<file path="config.mk">
export PLATFORM = sky130hd
export DESIGN_NAME = fifo_rd_packer
export DESIGN_NICKNAME = d
export VERILOG_FILES = /design/src/rtl/fifo_rd_packer.sv
export SDC_FILE = /design/constraint.sdc
export NUM_CORES = 1
export LEC_CHECK = 0
export ABC_AREA = 1
export CAP_MARGIN = 20
export CORE_ASPECT_RATIO = 0.9
export CORE_MARGIN = 2
export CORE_UTILIZATION = 47
export DETAILED_ROUTE_END_ITERATION = 8
export GPL_TIMING_DRIVEN = 0
export PLACE_DENSITY = 0.82
export SLEW_MARGIN = 20
export SYNTH_ARGS = -nofsm -noshare
export SYNTH_HDL_FRONTEND = slang
export SYNTH_SLANG_ARGS = --single-unit
</file>
<file path="constraint.sdc">
create_clock -name rclk -period 1.7 [get_ports rclk]
set_clock_uncertainty 0.05 [all_clocks]
set_input_delay 0.255 -clock rclk [delete_from_list [all_inputs] [get_ports rclk]]
set_output_delay 0.255 -clock rclk [all_outputs]
set_load 0.01 [all_outputs]
</file>
<file path="src/rtl/fifo_rd_packer.sv">
// Read-side packer for the async FIFO: gathers `pack` bytes into one word on a valid/ready stream.
// A flush pushes out any partial word, with m_keep marking which bytes are valid.
module fifo_rd_packer #(
    parameter int data_width = 8,
    parameter int pack       = 4,
    parameter int cnt_width  = 16
) (
    input  logic                       rclk,
    input  logic                       r_rst_n,
    input  logic                       empty,
    output logic                       r_en,
    input  logic [data_width-1:0]      fifo_data,
    input  logic                       flush,
    output logic                       m_valid,
    input  logic                       m_ready,
    output logic [data_width*pack-1:0] m_data,
    output logic [pack-1:0]            m_keep,
    output logic                       busy,
    output logic [cnt_width-1:0]       word_cnt
);

    localparam int CW  = $clog2(pack + 1);
    localparam int CW1 = CW + 1;

    typedef enum logic [1:0] {FILL, DRAIN, EMIT} state_e;

    state_e                             state_q, state_d;
    logic [CW-1:0]                      cnt_q, cnt_d;
    logic                               inflight_q, inflight_d;
    logic                               flush_pend_q, flush_pend_d;
    logic [pack-1:0][data_width-1:0]    acc_q, acc_d;
    logic                               m_valid_q, m_valid_d;
    logic [pack-1:0][data_width-1:0]    m_data_q, m_data_d;
    logic [pack-1:0]                    m_keep_q, m_keep_d;
    logic [cnt_width-1:0]               word_cnt_q, word_cnt_d;

    logic [pack-1:0][data_width-1:0]    part_word;
    logic [pack-1:0]                    part_keep;
    logic                               full;
    logic                               out_free;
    logic                               load_full;

    // Counting the in-flight byte keeps the accumulator from ever overrunning.
    assign r_en = !empty && (state_q == FILL) && !flush_pend_q &&
                  ((CW1'(cnt_q) + CW1'(inflight_q)) < CW1'(pack));

    assign full      = (cnt_q == CW'(pack));
    assign out_free  = !m_valid_q || m_ready;
    assign load_full = full && out_free;

    assign m_valid  = m_valid_q;
    assign m_data   = m_data_q;
    assign m_keep   = m_keep_q;
    assign word_cnt = word_cnt_q;
    assign busy     = (state_q != FILL);

    always_comb begin
        for (int i = 0; i < pack; i++) begin
            part_word[i] = (CW'(i) < cnt_q) ? acc_q[i] : '0;
            part_keep[i] = (CW'(i) < cnt_q);
        end
    end

    always_comb begin
        state_d      = state_q;
        cnt_d        = cnt_q;
        inflight_d   = r_en;
        flush_pend_d = flush_pend_q;
        acc_d        = acc_q;
        m_valid_d    = m_valid_q;
        m_data_d     = m_data_q;
        m_keep_d     = m_keep_q;
        word_cnt_d   = word_cnt_q;

        if (m_valid_q && m_ready) begin
            m_valid_d  = 1'b0;
            word_cnt_d = word_cnt_q + cnt_width'(1);
        end

        if (inflight_q) begin
            for (int i = 0; i < pack; i++) begin
                if (CW'(i) == cnt_q) acc_d[i] = fifo_data;
            end
            cnt_d = cnt_q + CW'(1);
        end

        if (load_full) begin
            m_data_d  = acc_q;
            m_keep_d  = '1;
            m_valid_d = 1'b1;
            cnt_d     = '0;
        end

        unique case (state_q)
            FILL: begin
                if (flush) begin
                    flush_pend_d = 1'b1;
                    state_d      = DRAIN;
                end
            end
            DRAIN: begin
                if (!inflight_q) begin
                    if (cnt_q == '0) begin
                        state_d      = FILL;
                        flush_pend_d = 1'b0;
                    end else if (full) begin
                        if (load_full) begin
                            state_d      = FILL;
                            flush_pend_d = 1'b0;
                        end
                    end else begin
                        state_d = EMIT;
                    end
                end
            end
            EMIT: begin
                if (out_free) begin
                    m_data_d     = part_word;
                    m_keep_d     = part_keep;
                    m_valid_d    = 1'b1;
                    cnt_d        = '0;
                    state_d      = FILL;
                    flush_pend_d = 1'b0;
                end
            end
            default: state_d = FILL;
        endcase
    end

    always_ff @(posedge rclk or negedge r_rst_n) begin
        if (!r_rst_n) begin
            state_q      <= FILL;
            cnt_q        <= '0;
            inflight_q   <= 1'b0;
            flush_pend_q <= 1'b0;
            acc_q        <= '0;
            m_valid_q    <= 1'b0;
            m_data_q     <= '0;
            m_keep_q     <= '0;
            word_cnt_q   <= '0;
        end else begin
            state_q      <= state_d;
            cnt_q        <= cnt_d;
            inflight_q   <= inflight_d;
            flush_pend_q <= flush_pend_d;
            acc_q        <= acc_d;
            m_valid_q    <= m_valid_d;
            m_data_q     <= m_data_d;
            m_keep_q     <= m_keep_d;
            word_cnt_q   <= word_cnt_d;
        end
    end

endmodule
</file>
==> out/metrics.cfg, run 1 <==
[power]
seqPwrFrac = 0.390
p_leak_uw = 0.00255
ir_drop_mv = 0.890
p_per_area_nw_per_um2 = 1720
power_frac_comb = 0.470
p_sw_uw = 3500
clkPwrFrac = 0.140
internal-power_uw = 5840
p_sw_frac = 0.375

[clocking]
root_buffer = clkbuf_8
clk_pin_slew_ns = 0.09
htreeDepth = 3
clk_path_buf_depth = 2
cts.sinks = 92
numCtsBuffers = 9
clkLatencyLatePin_ns = 0.36
cts_tree = built

[sta]
slew_violations = 0
fmax_mhz = 567
hold_viol = 0
hold_ws_ns = 0.440
totalNegativeSetupSlack_ns = -0.0652
setup_violations = 1
rsz0062_at_grt = yes
fin_crit_ns = 1.77
worst_pin_slew_ns = 0.720
fin_ws_ns = -0.0652
max_slew_margin = 0.520
fin_crit_sh = 1.04

[logic_synthesis]
ys_top_cells_by_area = dfrtp_1 58%, nand2_1 12%, o21ai_0 5.1%, inv_1 3.7%, nor2_1 3.2%
yosysUniqueCellTypes = 28
synth_xor_area_frac = 0.0243
yosys.area_share.simple = 0.193
synthMuxAreaShare = 0
yosysTopAreaCellShare = 0.581
yosysSeqAreaShare = 0.581
synth_top_family_by_area = simple AND/OR/NAND/NOR gates
yosys.area_share.adder = 0.0316
synth_cells = 431
synthesis.nets = 454
syn_area_um2 = 3960
avgSynthCellArea_um2 = 9.19
synth_top_area_cell = dfrtp_1
ys_warn_count = 0
synth_compound_area_frac = 0.106
ys_ff_latch = 92

[cells_and_area]
final_layout_size_suffix_gt1_frac = 0.178
multi_input_area_um2 = 1560
area_growth_pct = 36.7
final_area_um2 = 5420
fin_cells = 643
nets = 562
final_cell_mix = 124 x nand2_1, 86 x dfrtp_1, 63 x clkdlybuf4s50_1
final_common_cell = nand2_1
antenna_cells = 0
seq_area_um2 = 2310
fillCellCount = 616

[run_status]
outcome = complete, but fails checks
violations = setup timing

[global_routing]
grt_pass1_vias = 3268
grt-ovfl-total = 0
grt_pass1_wl_mm = 15.5
antenna_found_initial = 0
grt_usage = 0.215
grt_max_degree = 57

[floorplan]
die_area_um2 = 9180
core_area_um2 = 8110
initial_core_util = 0.489
die_w_um = 101
ios = 68
rows = 31
fp.dieH_um = 91.1

[setup_path]
crit_path_max_fanout = 2
reg2reg_slack_ns = 0.02
crit_arrival_ns = 1.46
worstSetupStartpointType = flop
crit_path_end_kind = output pin
critPathKind = reg2out
required_ns = 1.39

[drt]
dr.max_layer_used = met4
wl_met3_um = 637
wl_mm = 9.69
vias_per_cell = 5.14
dr_total_vias = 3308
met1_length_mm = 4.10
wl_met2_mm = 4.87
remaining_drc_errors = 0
ant_nets = 0
dr.pass1.iters = 6
drt-initial-drc-count = 128
routedWlPerCell_um = 15.1

[placement]
io_buffers = 67
placed_area_um2 = 4780
place_congestion = 0.883
dpl.cell_count = 598
hpwl_mm = 6.41

[hold_path]
worstHoldPathType = in2async

[job]
max_cap_violations = 0

-- flip-flops by register name (all words and copies together) (netlist names), named ones only --
signal	cells
flush_pend_q	1
state_q	2
word_cnt	16
cnt_q	3
inflight_q	1
m_keep	3
m_data	32
acc_q	32
m_valid	1
-- synthesized netlist by cell type --
master,instances
nand2_4,1
nor2_1,34
nand2_2,3
buf_4,3
buf_6,4
o21ai_1,5
a21oi_1,18
inv_2,4
a2111oi_0,1
nor2_2,2
nand2_1,125
o21a_1,1
inv_1,39
nor2_4,1
a211oi_2,1
xor2_1,6
a21boi_1,8
nor3_1,4
nand3_2,1
buf_2,5
xnor2_1,5
dfrtp_1,92
o21bai_1,2
nand4_1,3
o21ai_0,40
ha_1,10
and2_1,1
nand3_1,12
-- per-layer routing --
layer  track usage  up-vias
li1              -     1584
met1         0.292     1601
met2         0.345      112
met3        0.0523       11
met4        0.0605        0
met5             0        -
-- layout make-up --
| class | instances | area share |
|---|---|---|
| inverter | 43 | 0.0317 |
| clock inverter | 5 | 0.00670 |
| buffer | 12 | 0.0217 |
| tap | 99 | 0.0229 |
| sequential | 92 | 0.427 |
| clock buffer | 11 | 0.0243 |
| timing repair buffer | 97 | 0.179 |
| multi-input combinational | 284 | 0.287 |
-- timing repair --
| item | CTS | global route |
|---|---|---|
| buffers inserted | 12 | 13 |
| hold endpoints to repair | 55 | 0 |
| hold buffers | 1 | 0 |
| pin swaps | 5 | 8 |
| gates cloned | 0 | 3 |
| endpoints found under the setup margin | 38 | 35 |
| gates resized for setup | 35 | 28 |
-- worst max-delay path: stages, from the launching register on --
cell and delay [ns]:
dfrtp_2 0.44, ha_4 0.18, a2111oi_4 0.29, buf_2 0.19
-- logic make-up after synthesis --
| kind of cell | Yosys count |
|---|---|
| AO/OA/AOI/OAI | 76 |
| XOR/XNOR | 11 |
| adder cells (fa/ha/maj) | 10 |
| buffers and inverters | 55 |
| flip-flops | 92 |
| AND/OR/NAND/NOR | 187 |
-- power groups by stage --
stage               clock [µW]  combinational [µW]  sequential (µW)
floorplan                    0                1790             3750
global placement             0                3290             3630
detailed placement           0                3440             3670
CTS                       1330                3810             3630
global route              1440                4830             3750
finish                    1310                4390             3640
-- through the flow --
step	worst slack, ns	utilization	total power, µW
floorplan	0.140	-	5540
global placement	-2.90	0.587	6920
detailed placement	-0.401	0.589	7110
CTS	-0.172	0.633	8770
global route	-0.128	0.668	10000
finish	-0.0652	0.668	9340
-- path summary, 6_finish.rpt --
kind / startpoint / endpoint / cells after the start
setup / recovery: inflight_q / r_en / 3
hold / removal: r_rst_n / word_cnt[7] / 2
setup reg to reg: cnt_q[0] / m_data[11] / 10
hold reg to reg: acc_q[8] / acc_q[8] / 2
max in group asynchronous: r_rst_n / acc_q[15] / 3
min in group rclk: acc_q[8] / acc_q[8] / 2
(Power assumes the default switching activity.)
==> run 2: changes to the inputs <==
--- a/config.mk
+++ b/config.mk
@@ -6,6 +6,7 @@
 export NUM_CORES = 1
 export LEC_CHECK = 0
 export ABC_AREA = 1
+export ABC_CLOCK_PERIOD_IN_PS = 1700
 export CAP_MARGIN = 20
 export CORE_ASPECT_RATIO = 0.9
 export CORE_MARGIN = 2
==> results of run 2 <==
Final layout, timing and power as in run 1 (identical DEF).
==> RTL change 1 (flow settings as in run 2) <==
Make the reset (`r_rst_n`) synchronous in one clocked block. Comments in the files are not updated.
--- a/src/rtl/fifo_rd_packer.sv
+++ b/src/rtl/fifo_rd_packer.sv
@@ -128,5 +128,5 @@
     end
 
-    always_ff @(posedge rclk or negedge r_rst_n) begin
+    always_ff @(posedge rclk) begin
         if (!r_rst_n) begin
             state_q      <= FILL;
Function: differs if r_rst_n is asserted again (counterexample within 4 cycles, from zero or initial values and one cycle with r_rst_n low); with r_rst_n held inactive, the same outputs for 10 cycles.
==> RTL change 1 against run 2 <==
First-iteration DRC count up 55%. Sequential cell count unchanged. Wire length rose by 4.7%. Cell area fell by 6.3%. Global-route usage rose by 1.4 points. Cell count is 10% higher. Setup slack better by 0.11 ns. Synthesized area down 0.76%. Critical endpoint is now word_cnt[10]. Largest cell class unchanged.
Power is not compared: it rests on default switching activity, and its combinational part moved more than twofold at a synthesized area within 25%.
==> RTL change 1: results (changes against run 2) <==
Synth
  • Synth Area in Compound Gates: 0.140 (+0.0345)
  • Post-synth ARST share: 0 (-1.00)
  • Mapped Nets: 543 (+20%)
  • Synth Warn #: 0 (unchanged)
  • Adder-Cell Fraction of Synth Area: 0.0318 (+0.000241)
  • Register area share after synthesis: 0.468 (-0.113)
  • Synth unique cells: 34 (+21%)
  • Post-Synth XOR/XNOR Area: 0.00223 (-0.0221)
  • Commonest cells in the synthesized netlist: 114 x nand2_1, 92 x dfxtp_1, 67 x nor2_1, 56 x a21oi_1, 42 x inv_1
  • Multiplexer area fraction after synthesis: 0 (unchanged)
  • Area contributors post-synth: dfxtp_1 47%, nand2_1 11%, a21oi_1 7.1%

Global route
  • GRT Util Overall: 0.229 (+0.0141)
  • Largest net degree at the start of global routing: 16 (-72%)
  • Vias in the first global route: 3531 (+8.0%)
  • Antenna violations before repair: 0 (unchanged)
  • First-pass GRT wire length: 16.6 mm (+7.2%)

Placement
  • PortBufs: 67 (unchanged)
  • RD Place Congestion: 0.878 (-0.59%)
  • Dpl ws: -0.206 ns (+0.195 ns)
  • HPWL after DPL: 7.39 mm (+15%)

Drt
  • Via density: 5.26 (+2.3%)
  • Iter 0 DRT Violations: 198 (+55%)
  • Metal3 WL: 690 um (+8.3%)
  • Detailed-router iteration count before antenna repair: 5 (-1)
  • Highest metal used: met4
  • Post-Route WL: 10.1 mm (+4.7%)
  • Metal2 WL: 4.97 mm (+2.1%)
  • Wl on met1: 4.27 mm (+4.1%)

Clocking
  • Max clock buf depth: 2 (unchanged)
  • Post-CTS Setup Inserts: 0 (-12)
  • CTS clk-pin slew, worst paths: 0.09 ns (about the same)
  • Clock Tree Root: clkbuf_8
  • Post-CTS Resized: 14 (-60%)
  • Worst skew pair latency: 0.37 ns
  • Number of CTS-inserted buffers: 9 (unchanged)

Finish
  • Final #Nets: 627 (+12%)
  • Fraction of layout cells with a size suffix above 1: 0.136 (-0.0420)
  • Ant diodes: 0 (unchanged)
  • FILL cells: 687 (+12%)

Min path
  • Worst Hold End: m_data[25]
  • Hold Path Depth: 2
  • Worst hold path class: reg2reg
  • Hold_sp: acc_q[25]

Worst setup path
  • Crit path largest cell delay: 0.57 ns (+0.13 ns)
  • FF-to-FF End: m_data[31]
  • Reg2Reg Depth: 8 (-2)
  • Crit-path max FO: 5 (+3)
  • Slowest cell on the critical path: clkdlybuf4s50_1
  • RR Startpoint: cnt_q[0]
  • R2r setup slk: 0.05 ns (+0.03 ns)
  • Crit. Startpoint: word_cnt[10]
  • Arrival @ worst endpoint: 1.35 ns (-0.11 ns)
  • Delay-heaviest family, CP: buffers and inverters

Status
  • Outcome: complete, no violations

STA
  • Worst Max-Slew Pin Slew: 0.610 ns (-0.110 ns)
  • Crit share post-route: 0.972 (-0.0664)

Power and ir drop
  • Leakage: 1.90 nW
  • VDD IR max: 0.553 mV
## RTL change 1: changes by cell type in the layout (fill, tap and decap cells not counted), sizes merged, moves of 27 or more
cell	before	now
buf	41	13
nand3	13	40
dfrtp	92	0
nor2	37	74
a21oi	18	61
dfxtp	0	92
## RTL change 1: power by group
part | internal (mW) | total (mW) | switching [mW]
registers | 2.23 | 2.29 | 0.0659
clock network | 0.808 | 1.59 | 0.785
logic | 0.258 | 0.674 | 0.416
## RTL change 1: worst min-delay path, delay by kind of cell (launching register included)
kind	cells	cell delay [ns]
DFF	1	0.32
AOI/OAI and AO/OA	1	0.05
and+or+nand+nor	1	0.06
## RTL change 1: through the flow
step / total power [mW] / hold slack, ns / util / std cells / area [sq um]
CTS: 4.49 / 0.410 / 0.614 / 702 / 4960
global placement: 2.91 / 0.387 / 0.586 / 686 / 4730
finish: 4.56 / 0.408 / 0.629 / 708 / 5070
detailed placement: 2.94 / 0.396 / 0.586 / 686 / 4730
global route: 4.74 / 0.429 / 0.629 / 708 / 5070
floorplan: 2.72 / 0.340 / - / 520 / 3930
## RTL change 1: area by class of cell
class | instances | area share
timing repair buffer | 73 | 0.143
inverter | 48 | 0.0360
sequential | 92 | 0.366
tap | 99 | 0.0244
buffer | 17 | 0.0217
multi-input combinational | 363 | 0.365
clock buffer | 12 | 0.0326
clock inverter | 4 | 0.0109
## RTL change 1: worst max path at each step
| stage | endpoint |
|---|---|
| 6_report | word_cnt[10] |
| 5_1_grt | m_data[12] |
| 4_1_cts | busy |
| 3_5_place_dp | m_data[1] |
| 3_3_place_gp | r_en |
| 2_1_floorplan | m_data[7] |
## RTL change 1: metal layers
layer / GRT usage / vias to the layer above
met5: 0 / -
met4: 0.0731 / 0
met3: 0.0573 / 15
met2: 0.380 / 121
met1: 0.292 / 1733
li1: - / 1856
==> RTL change 2 (settings of run 2) <==
Made on the original files. Change the parameter `data_width` from 8 to 10.
--- a/src/rtl/fifo_rd_packer.sv
+++ b/src/rtl/fifo_rd_packer.sv
@@ -2,5 +2,5 @@
 // A flush pushes out any partial word, with m_keep marking which bytes are valid.
 module fifo_rd_packer #(
-    parameter int data_width = 8,
+    parameter int data_width = 10,
     parameter int pack       = 4,
     parameter int cnt_width  = 16
Interface: changed (resized fifo_data and m_data); port bits go from 68 to 78. The function was not compared with the original's and may differ.
==> RTL change 2 against run 2 <==
The run still ends with negative setup slack left. Sequential cell count grew 16. Wire length grew 13%. Non-clock buffer count grew 20. Register-to-register slack gained 0.03 ns. Synthesized area grew 15%. Via count grew 13%. Cell area grew 12%. Total power grew 13%. Setup slack gained 0.018 ns. Critical endpoint unchanged. Highest routed layer unchanged.
==> RTL change 2: results (changes against run 2) <==
Finish
  • Fraction of layout cells with a size suffix above 1: 0.157 (-0.0212)
  • Post-route insts no fill: 737 (+15%)
  • Non-CTS buffers: 129 (+18%)
  • Clock network area share: 0.0329 (+0.00197)
  • Seq_cells: 108 (+17%)
  • Final #Nets: 631 (+12%)
  • Area occupied by multi-input gates: 0.00165 sq mm (+6.0%)

Global route
  • M2 GR Usage: 0.341 (-0.00393)
  • Largest net degree at the start of global routing: 84 (+47%)
  • First-pass GRT wire length: 17.2 mm (+11%)

Synth
  • Mapped Nets: 512 (+13%)
  • Commonest cells in the synthesized netlist: 139 x nand2_1, 108 x dfrtp_1, 53 x o21ai_0, 42 x nor2_1, 34 x inv_1
  • Adder-Cell Fraction of Synth Area: 0.0276 (-0.00401)
  • Synth unique cells: 27 (-3.6%)

Worst setup path
  • Crit. Startpoint: state_q[0]
  • Arrival @ worst endpoint: 1.44 ns (-0.02 ns)

Power and ir drop
  • VDD IR max: 0.872 mV (-2.0%)
  • Sequential Power: 4.31 mW (+18%)
  • Clock group: 1.57 mW (+20%)

STA
  • Final worst slack: -0.0469 ns (+0.0183 ns)
  • Final setup violation count: 1 (unchanged)

Placement
  • PortBufs: 77 (+15%)
  • Area post-placement: 0.00550 sq mm (+15%)

Status
  • Violated checks: negative setup slack
  • Outcome: finished with violations
[RTL change 2: cell types whose count changed after synthesis, sizes merged, moves of 3 or more]
cell           run 2  this run
nor3               4         1
nor2              37        47
clkbuf             0        11
dfrtp             92       108
o21ai             45        53
inv               43        35
a21oi             18        25
nand2            129       142
[RTL change 2: cells by family after synthesis]
group,count (synthesis)
AND/OR/NAND/NOR,211
multiplexers,1
buffers and inverters,56
flip-flops,108
XOR/XNOR,11
AO/OA/AOI/OAI,90
adder cells (fa/ha/maj),10
[RTL change 2: critical path, delay by kind of cell, from the launching register on]
family / cells / cell delay, ns
and+or+nand+nor: 1 / 0.08
adders and majority gates: 1 / 0.15
AOI/OAI and AO/OA: 1 / 0.16
buffers and inverters: 2 / 0.27
DFF: 1 / 0.40
[RTL change 2: what timing repair did]
item                                   in CTS  in global routing
pin swaps                                   1                  3
buffers inserted                            9                 17
cloned                                      0                  3
endpoints found under the hold margin      25                  0
setup endpoints to repair                  51                 57
resized for setup                          26                 32
hold buffers                                1                  0
